**src/rtl/img_host_if.sv**
```systemverilog
// img_host_if: host byte-stream front end for the image core.
//   Receives a 4-byte little-endian header (w, h) followed by w*h pixel bytes,
//   writes the pixels into mem_in, pulses core_start, waits for a core_done
//   rising edge, then streams mem_out[0 .. out_w*out_h-1] back to the host.
// Ports:
//   clk_50, rst_n            clock, async active-low reset
//   s_valid/s_ready/s_data   host -> block byte stream
//   in_we/in_waddr/in_wdata  mem_in write port
//   img_w, img_h             latched input dimensions
//   core_start/core_done     core handshake (pulse / level)
//   out_w, out_h             output dimensions from the core
//   out_raddr/out_rdata      mem_out read port (1-cycle read latency)
//   m_valid/m_ready/m_data   block -> host byte stream
//   busy, err_size           not-idle flag, sticky dimension error
module img_host_if #(
  parameter int AW = 12
) (
  input  logic          clk_50,
  input  logic          rst_n,
  input  logic          s_valid,
  input  logic [7:0]    s_data,
  output logic          s_ready,
  output logic          in_we,
  output logic [AW-1:0] in_waddr,
  output logic [7:0]    in_wdata,
  output logic [15:0]   img_w,
  output logic [15:0]   img_h,
  output logic          core_start,
  input  logic          core_done,
  input  logic [15:0]   out_w,
  input  logic [15:0]   out_h,
  output logic [AW-1:0] out_raddr,
  input  logic [7:0]    out_rdata,
  output logic          m_valid,
  output logic [7:0]    m_data,
  input  logic          m_ready,
  output logic          busy,
  output logic          err_size
);

  localparam logic [32:0] MAX_PIX = 33'd1 << AW;

  typedef enum logic [2:0] {S_IDLE, S_HDR, S_LOAD, S_START, S_WAIT, S_DUMP} state_t;
  state_t state, state_nxt;

  logic          rdy_en;      // holds s_ready low until the first edge after reset
  logic [1:0]    hdr_idx;
  logic [7:0]    hdr_b0, hdr_b1, hdr_b2;
  logic [31:0]   pix_cnt, pix_total;
  logic [31:0]   out_total, rd_cnt, sent_cnt;
  logic          done_q;
  logic          infl;        // read issued last cycle, data on out_rdata now
  logic [1:0]    fcnt;        // 2-entry output buffer occupancy
  logic [7:0]    f0, f1;      // f0 is the head presented on m_data
  logic [AW-1:0] raddr_q;

  logic          s_acc, pop, issue, done_rise;
  logic          hdr_bad, out_bad, last_pix, last_out;
  logic [15:0]   hdr_w, hdr_h;
  logic [31:0]   hdr_prod, out_prod;
  logic [2:0]    occ_nxt;

  assign s_ready   = rdy_en && (state == S_IDLE || state == S_HDR || state == S_LOAD);
  assign s_acc     = s_valid && s_ready;
  assign hdr_w     = {hdr_b1, hdr_b0};
  assign hdr_h     = {s_data, hdr_b2};
  assign hdr_prod  = 32'(hdr_w) * 32'(hdr_h);
  assign hdr_bad   = (hdr_w == 16'd0) || (hdr_h == 16'd0) || ({1'b0, hdr_prod} > MAX_PIX);
  assign out_prod  = 32'(out_w) * 32'(out_h);
  assign out_bad   = (out_prod == 32'd0) || ({1'b0, out_prod} > MAX_PIX);
  assign done_rise = core_done && !done_q;
  assign last_pix  = (pix_cnt == pix_total - 32'd1);
  assign last_out  = (sent_cnt == out_total - 32'd1);

  assign m_valid   = (fcnt != 2'd0);
  assign m_data    = f0;
  assign pop       = m_valid && m_ready;
  // Occupancy once this cycle's pop and in-flight read settle; a new read is
  // only issued if its data will still have a free slot next cycle.
  assign occ_nxt   = {1'b0, fcnt} + {2'b00, infl} - {2'b00, pop};
  assign issue     = (state == S_DUMP) && (rd_cnt < out_total) && (occ_nxt < 3'd2);
  // Hold the last issued address when idle so no read strays past the end.
  assign out_raddr = issue ? rd_cnt[AW-1:0] : raddr_q;

  assign in_waddr  = pix_cnt[AW-1:0];
  assign in_wdata  = s_data;
  assign busy      = (state != S_IDLE);

  always_ff @(posedge clk_50 or negedge rst_n) begin
    if (!rst_n) state <= S_IDLE;
    else        state <= state_nxt;
  end

  always_comb begin
    state_nxt  = state;
    in_we      = 1'b0;
    core_start = 1'b0;
    case (state)
      S_IDLE:  if (s_acc) state_nxt = S_HDR;
      S_HDR:   if (s_acc && hdr_idx == 2'd3) state_nxt = hdr_bad ? S_IDLE : S_LOAD;
      S_LOAD: begin
        in_we = s_acc;
        if (s_acc && last_pix) state_nxt = S_START;
      end
      S_START: begin
        core_start = 1'b1;
        state_nxt  = S_WAIT;
      end
      S_WAIT:  if (done_rise) state_nxt = out_bad ? S_IDLE : S_DUMP;
      S_DUMP:  if (pop && last_out) state_nxt = S_IDLE;
      default: state_nxt = S_IDLE;
    endcase
  end

  always_ff @(posedge clk_50 or negedge rst_n) begin
    if (!rst_n) begin
      rdy_en    <= 1'b0;
      done_q    <= 1'b0;
      hdr_idx   <= 2'd0;
      hdr_b0    <= '0;
      hdr_b1    <= '0;
      hdr_b2    <= '0;
      img_w     <= '0;
      img_h     <= '0;
      err_size  <= 1'b0;
      pix_cnt   <= '0;
      pix_total <= '0;
      out_total <= '0;
      rd_cnt    <= '0;
      sent_cnt  <= '0;
      infl      <= 1'b0;
      fcnt      <= 2'd0;
      f0        <= '0;
      f1        <= '0;
      raddr_q   <= '0;
    end else begin
      rdy_en <= 1'b1;
      done_q <= core_done;
      case (state)
        S_IDLE: if (s_acc) begin
          hdr_b0  <= s_data;
          hdr_idx <= 2'd1;
        end
        S_HDR: if (s_acc) begin
          hdr_idx <= hdr_idx + 2'd1;
          case (hdr_idx)
            2'd1: hdr_b1 <= s_data;
            2'd2: hdr_b2 <= s_data;
            default: begin
              img_w     <= hdr_w;
              img_h     <= hdr_h;
              err_size  <= hdr_bad;
              pix_total <= hdr_prod;
              pix_cnt   <= '0;
            end
          endcase
        end
        S_LOAD: if (s_acc) pix_cnt <= pix_cnt + 32'd1;
        S_WAIT: if (done_rise) begin
          err_size  <= out_bad;
          out_total <= out_prod;
          rd_cnt    <= '0;
          sent_cnt  <= '0;
          infl      <= 1'b0;
          fcnt      <= 2'd0;
        end
        S_DUMP: begin
          infl <= issue;
          if (issue) begin
            rd_cnt  <= rd_cnt + 32'd1;
            raddr_q <= rd_cnt[AW-1:0];
          end
          if (pop) sent_cnt <= sent_cnt + 32'd1;
          case ({infl, pop})
            2'b10: begin
              if (fcnt == 2'd0) f0 <= out_rdata;
              else              f1 <= out_rdata;
              fcnt <= fcnt + 2'd1;
            end
            2'b01: begin
              f0   <= f1;
              fcnt <= fcnt - 2'd1;
            end
            2'b11: begin
              if (fcnt == 2'd1) f0 <= out_rdata;
              else begin
                f0 <= f1;
                f1 <= out_rdata;
              end
            end
            default: ;
          endcase
        end
        default: ;
      endcase
    end
  end

endmodule

```
**config.mk**
```make
export PLATFORM = sky130hd
export DESIGN_NAME = img_host_if
export DESIGN_NICKNAME = d
export VERILOG_FILES = /design/src/rtl/img_host_if.sv
export SDC_FILE = /design/constraint.sdc
export NUM_CORES = 2
export LEC_CHECK = 0
export CAP_MARGIN = 30
export CORE_ASPECT_RATIO = 0.8
export CORE_MARGIN = 2
export CORE_UTILIZATION = 58
export CTS_CLUSTER_DIAMETER = 120
export DETAILED_ROUTE_END_ITERATION = 8
export PLACE_DENSITY = 0.82
export REMOVE_ABC_BUFFERS = 1
export SLEW_MARGIN = 0
export SYNTH_ARGS = -nofsm -noshare
export SYNTH_HDL_FRONTEND = slang
export SYNTH_SLANG_ARGS = --single-unit
```
**constraint.sdc**
```tcl
create_clock -name clk_50 -period 6.65 [get_ports clk_50]
set_input_delay 0.9975 -clock clk_50 [delete_from_list [all_inputs] [get_ports clk_50]]
set_output_delay 0.9975 -clock clk_50 [all_outputs]
set_load 0.02 [all_outputs]
```
# Yosys cells after proc, flatten, opt, wreduce, memory -nomap -nowiden
# Index checks and enable logic that the tools add are counted.
[op_classes]
n_addsub = 10
multipliers = 2
magnitude_cmp = 4
n_eq_ne = 28
mux = 38
n_bitwise = 1
reduce_logical = 44
[ops]
columns = ["op", "n"]
rows = [
  ["32-bit 2-to-1 mux", 6],
  ["32-bit case mux with 2 select lines", 3],
  ["32-bit by 1-bit adder with 32-bit output, second input constant", 3],
  ["32-bit equality test", 2],
  ["32-bit by 13-bit greater-than comparator with 1-bit output, second input constant", 2],
  ["16-bit by 16-bit multiplier with 32-bit output", 2],
  ["32-bit by 1-bit subtractor with 32-bit output, second input constant", 2],
  ["16-bit zero test", 2],
  ["32-bit zero test", 1],
  ["32-bit < comparator", 1],
  ["8-bit 2-to-1 mux", 4],
  ["8-bit case mux with 3 select lines", 1],
  ["3-bit AND reduction", 8],
  ["2-bit != test, second input constant", 10],
  ["3-bit 2-to-1 mux", 6],
  ["3-bit case mux with 6 select lines", 1],
  ["8-bit case mux with 2 select lines", 1],
  ["12-bit 2-to-1 mux", 1],
  ["2-bit case mux with 2 select lines", 3],
  ["4-bit AND reduction", 3],
  ["2-bit nonzero test", 6],
  ["1-bit logical AND", 9],
  ["2-bit equality test, second input constant", 4],
  ["2-bit 2-to-1 mux", 4],
  ["22 further kinds", 42],
]
[totals]
regBits = 255
in_bits = 53
word_cells = 147

# Logic depth before layout (Yosys ltp)
[depth]
depth_word = 8
ltp_mapped = 27
mapped_depth_nobuf = 24

# Least setup slack after synthesis
# Ideal clock, no wire load.
[synth_path]
path_type = "input port to flip-flop"
from = "input port out_w[6]"
to = "register err_size"
setup_ns = 0.126
t_arrival_ns = 7.002
slack_ns = -0.478
path_stages = 21
path_cell_list = "clkbuf_1 > nand2_1 > fa_1 > inv_1 > fa_1 > ha_1 > inv_1 > fa_1 > fa_1 > inv_1 > fa_1 > ha_1 > and3_1 > a221o_1 > xnor2_1 > or3_1 > or4b_2 > a2111oi_0 > nor4bb_1 > a41o_1 > nor2_1"
[synth_via]
elab_chain_cells = 5
word_cells_on_any_way = 6
[synth_lines]
columns = ["item", "line", "rtl"]
rows = [
  ["start, declared", "30", "input logic [15:0] out_w,"],
  ["16-bit by 16-bit multiplier with 32-bit output *", "69", "assign out_prod = 32'(out_w) * 32'(out_h);"],
  ["32-bit by 13-bit greater-than comparator with 1-bit output or 32-bit zero test (tied branches)", "70", "assign out_bad = (out_prod == 32'd0) || ({1'b0, out_prod} > MAX_PIX);"],
  ["1-bit logical OR *", "70", ""],
  ["1-bit 2-to-1 mux *", "159", "S_WAIT: if (done_rise) begin"],
  ["1-bit case mux with 2 select lines *", "139", "case (state)"],
  ["end signal, assigned", "152", "err_size <= hdr_bad;"],
  ["end signal, assigned", "160", "err_size <= out_bad;"],
  ["end, declared", "38", "output logic err_size"],
]
# Every way passes the cells marked *; elsewhere a longest branch is shown, timed or not. The select of a mux whose other input is x is not followed.
# A chain may end at the register's enable or synchronous reset.

# Worst setup path in the final report
[layout_path]
from = "register hdr_b0[5]"
to = "register err_size"
[layout_via]
elab_chain_cells = 6
word_cells_on_any_way = 8
[layout_lines]
columns = ["item", "line", "rtl"]
rows = [
  ["start, declared", "48", "logic [7:0] hdr_b0, hdr_b1, hdr_b2;"],
  ["start signal, assigned", "141", "hdr_b0 <= s_data;"],
  ["16-bit by 16-bit multiplier with 32-bit output or 16-bit zero test (tied branches)", "67, 68", ""],
  ["32-bit by 13-bit greater-than comparator with 1-bit output or 1-bit logical OR (tied branches)", "68", "assign hdr_bad = (hdr_w == 16'd0) || (hdr_h == 16'd0) || ({1'b0, hdr_prod} > MAX_PIX);"],
  ["1-bit logical OR *", "68", ""],
  ["1-bit 2-to-1 mux *", "146", "case (hdr_idx)"],
  ["1-bit 2-to-1 mux *", "144", "S_HDR: if (s_acc) begin"],
  ["1-bit case mux with 2 select lines *", "139", ""],
]
# Marked as above.

==> impl_metrics.yaml <==
run_status:
  status: "finished, violations left"
  violations: "setup timing"
floorplanning:
  core-area_sq_um: 54900
  initial_core_util_pct: 58.4
  floorplan.die.height_um: 214
  chipWidth_um: 267
  die-area_sq_um: 57200
  placementRows: 77
  num_io_pins: 131
yosys:
  ys_dominant_reg_cell: "sky130_fd_sc_hd__dfrtp_1"
  synthDominantCellAreaShare_pct: 24.3
  post_synth_most_frequent_cells: "641 x sky130_fd_sc_hd__nand2_1, 516 x sky130_fd_sc_hd__inv_1, 389 x sky130_fd_sc_hd__fa_1"
  avgSynthCellArea_sq_um: 8.67
  synth_top_cells_by_area: "sky130_fd_sc_hd__fa_1 24%, sky130_fd_sc_hd__dfrtp_1 20%, sky130_fd_sc_hd__ha_1 9.8%, sky130_fd_sc_hd__nand2_1 7.5%, sky130_fd_sc_hd__inv_1 6.0%"
  synth-edff-count: 0
  synth-warning-count: 0
  synthArstFlopShare_pct: 100
  mappedNetlistArea_sq_um: 32100
  synthDistinctLibCells: 83
  synthDominantAreaCellType: "sky130_fd_sc_hd__fa_1"
  synth-seq-cells: 255
  most_common_cell_in_the_synthesized_netlist: "sky130_fd_sc_hd__nand2_1"
  register_area_share_after_synthesis_pct: 19.9
  synthesis.instances: 3700
sta:
  max_slew_margin_pct: 30.5
  final.setup.tns_ns: -0.437
  final.setup.worst_slack_ns: -0.151
  achievable-frequency_mhz: 147
  final.period_utilization_pct: 102
  unrepaired_setup_endpoints_after_global_routing: "yes"
  timing_max_transition_violations_final: 0
  timing.final.crit_period_ns: 6.80
  setup_viol_count_final: 4
  fin_skew_ns: 0.0429
  hold_viol_final: 0
  timing_worst_slew_pin_value_ns: 1.04
clock_tree:
  clock_tree.htree_level_count: 1
  cts_max_path_buffers: 3
  tritoncts: "done"
  cts_hold_buffers_added: 0
  clock_network_latency_to_the_later_pin_of_the_worst_skew_pair_ns: 0.61
  clk_sinks: 255
  cts.clk_slew.worst_paths_ns: 0.07
  master_cell_of_the_clock_root_buffer: "sky130_fd_sc_hd__clkbuf_16"
  cts-buffers-inserted: 28
global_routing:
  grt_first_pass_wirelength_um: 145000
  grt_max_degree: 133
  global_route.usage.total_pct: 31.2
  overflow: 0
  antenna_found_initial: 0
  number_of_global_route_vias_before_repair: 28400
final_layout:
  num_antenna_cells: 0
  total_area_of_sequential_cells_sq_um: 6400
  syn2layout_area_growth_pct: 20.0
  fillCellCount: 3844
  layout-drive-gt1-share_pct: 17.1
  layoutNonFillerInstCount: 4819
  finalNetCount: 4781
  multi_input_area_sq_um: 23600
setup_path:
  timing.critical_path.from_type: "flip-flop"
  worst-endpoint-required_ns: 7.11
  worst-endpoint-arrival_ns: 7.26
  worst_setup_path_startpoint: "hdr_b0[5]"
  timing.critical_path.fanout_max: 9
  worst-r2r-setup-slack_ns: -0.15
  critical_setup_path_kind: "reg2reg"
  critical_path.endpoint_type: "flip-flop"
  reg2reg_from: "hdr_b0[5]"
routing:
  drt-total-wl_um: 90800
  final_antenna_net_count: 0
  avgRoutedWirePerCell_um: 18.8
  drcViolationCount: 0
  route.met3.wl_um: 9180
  detailedRoute.firstPassIterationCount: 6
  dr.max_layer_used: "met4"
  post_drt_via_cell_ratio: 5.88
  dr_wl_met2_um: 40200
  via_count: 28300
  dr.first_iter.drc_count: 3162
  detail_route.wirelength.met1_um: 39000
hold_path:
  min-delay-path-class: "reg2reg"
  hold_path_startpoint: "raddr_q[5]"
flow_run:
  maxCapViolations: 0
placed_design:
  dp.cells: 4713
  port_buffers: 130
  gpl.final_weighted_congestion: 0.934
  worst_setup_slack_post_dpl_ns: -1.55
  post-dp-hpwl_um: 67300
==> what timing repair did <==
| action | CTS | global route |
|---|---|---|
| setup buffers | 34 | 22 |
| pin swaps | 86 | 63 |
| gates resized for setup | 266 | 111 |
| setup endpoints to repair | 10 | 6 |
| gates cloned | 2 | 1 |
==> path summary, 6_finish.rpt <==
| path | depth (start not counted) | to |
|---|---|---|
| setup / recovery | 23 | err_size |
| hold / removal | 2 | raddr_q[5] |
| setup reg to reg | 23 | err_size |
| hold reg to reg | 2 | raddr_q[5] |
| max in group asynchronous | 2 | rdy_en |
| min in group asynchronous | 1 | sent_cnt[2] |
==> final cells by class <==
cell class / count / area share [%]
clock inverter: 15 / 0.520
clock buffer: 34 / 1.93
timing repair buffer: 559 / 12.3
tap: 711 / 2.31
inverter: 516 / 5.03
sequential: 255 / 16.6
multi-input combinational: 2729 / 61.3
==> layout by cell type, fill, tap and decap left out, types with 12 or more instances in the layout <==
master | netlist | routed
sky130_fd_sc_hd__mux2i_1 | 27 | 27
sky130_fd_sc_hd__or3_1 | 27 | 27
sky130_fd_sc_hd__and3_1 | 34 | 31
sky130_fd_sc_hd__nor2b_1 | 17 | 17
sky130_fd_sc_hd__inv_2 | 0 | 16
sky130_fd_sc_hd__a21o_1 | 43 | 43
sky130_fd_sc_hd__o21ai_0 | 105 | 100
sky130_fd_sc_hd__and2_4 | 0 | 16
sky130_fd_sc_hd__a31oi_1 | 15 | 12
sky130_fd_sc_hd__buf_2 | 1 | 13
sky130_fd_sc_hd__nand3_1 | 72 | 71
sky130_fd_sc_hd__xor2_1 | 87 | 86
sky130_fd_sc_hd__ha_1 | 250 | 230
sky130_fd_sc_hd__a21oi_1 | 99 | 88
sky130_fd_sc_hd__nor3_1 | 52 | 49
sky130_fd_sc_hd__clkdlybuf4s50_1 | 0 | 90
sky130_fd_sc_hd__nand2b_1 | 13 | 13
sky130_fd_sc_hd__dfrtp_1 | 255 | 243
sky130_fd_sc_hd__o211ai_1 | 18 | 18
sky130_fd_sc_hd__xnor2_1 | 100 | 96
sky130_fd_sc_hd__buf_6 | 1 | 48
sky130_fd_sc_hd__o31ai_1 | 20 | 16
sky130_fd_sc_hd__or4_1 | 27 | 26
sky130_fd_sc_hd__and2_1 | 249 | 231
sky130_fd_sc_hd__fa_2 | 0 | 13
sky130_fd_sc_hd__fa_1 | 389 | 376
sky130_fd_sc_hd__inv_1 | 516 | 500
sky130_fd_sc_hd__nand4_1 | 47 | 47
sky130_fd_sc_hd__nand2_1 | 641 | 633
sky130_fd_sc_hd__nor4_1 | 25 | 25
sky130_fd_sc_hd__mux2_2 | 38 | 38
sky130_fd_sc_hd__ha_4 | 0 | 17
sky130_fd_sc_hd__clkbuf_16 | 0 | 29
sky130_fd_sc_hd__buf_4 | 20 | 381
sky130_fd_sc_hd__nor2_1 | 162 | 160
sky130_fd_sc_hd__dfrtp_2 | 0 | 12
==> sequential cells by signal, indices dropped and copies added, names as in the netlist, 12 cells and up <==
signal     cells
out_total     32
pix_cnt       32
pix_total     32
rd_cnt        32
sent_cnt      32
img_h         16
img_w         16
raddr_q       12
==> metrics by stage <==
step | hold slack [ns] | cell area (sq um) | util (%)
floorplan | 0.439 | 31200 | -
global placement | 0.452 | 36200 | 66.0
detailed placement | 0.458 | 36300 | 66.0
CTS | 0.474 | 37900 | 69.1
global route | 0.494 | 38500 | 70.1
finish | 0.470 | 38500 | 70.1
==> worst max-delay path: stages, from the launching register on <==
cell and delay [ns]:
sky130_fd_sc_hd__dfrtp_2 0.50, sky130_fd_sc_hd__buf_4 0.18, sky130_fd_sc_hd__buf_4 0.15, sky130_fd_sc_hd__and2_1 0.15
sky130_fd_sc_hd__fa_1 0.51, sky130_fd_sc_hd__fa_1 0.61, sky130_fd_sc_hd__ha_1 0.16, sky130_fd_sc_hd__inv_1 0.06
sky130_fd_sc_hd__fa_1 0.49, sky130_fd_sc_hd__inv_1 0.06, sky130_fd_sc_hd__fa_1 0.58, sky130_fd_sc_hd__fa_1 0.43
sky130_fd_sc_hd__ha_1 0.34, sky130_fd_sc_hd__a21o_1 0.27, sky130_fd_sc_hd__o32ai_4 0.30, sky130_fd_sc_hd__a211oi_2 0.11
sky130_fd_sc_hd__o31ai_2 0.38, sky130_fd_sc_hd__buf_4 0.19, sky130_fd_sc_hd__nand2_1 0.08, sky130_fd_sc_hd__xor2_1 0.19
sky130_fd_sc_hd__nor4b_2 0.24, sky130_fd_sc_hd__nand4_1 0.23, sky130_fd_sc_hd__nor4bb_2 0.34, sky130_fd_sc_hd__nor2_1 0.09
==> layer usage <==
layer / vias up / track usage, %
met1: 14000 / 46.6
met3: 234 / 6.05
met5: - / 0
met4: 0 / 6.78
met2: 1455 / 47.1
li1: 12700 / -
==> kinds of logic (layout without fill, tap and decap cells) <==
| group | after synthesis | in the layout | share of synthesized area, % |
|---|---|---|---|
| AO/OA/AOI/OAI | 409 | 409 | 8.31 |
| XOR/XNOR | 187 | 187 | 5.11 |
| adder cells (fa/ha/maj) | 639 | 639 | 34.0 |
| buffers and inverters | 716 | 1124 | 8.64 |
| flip-flops | 255 | 255 | 19.9 |
| multiplexers | 67 | 67 | 2.28 |
| other | 1 | 1 | 0.0117 |
| AND/OR/NAND/NOR | 1426 | 1426 | 21.7 |
Power is left out: the tool's default activity adds up to more than one toggle a clock period on the data nets, which glitch-free logic cannot reach.
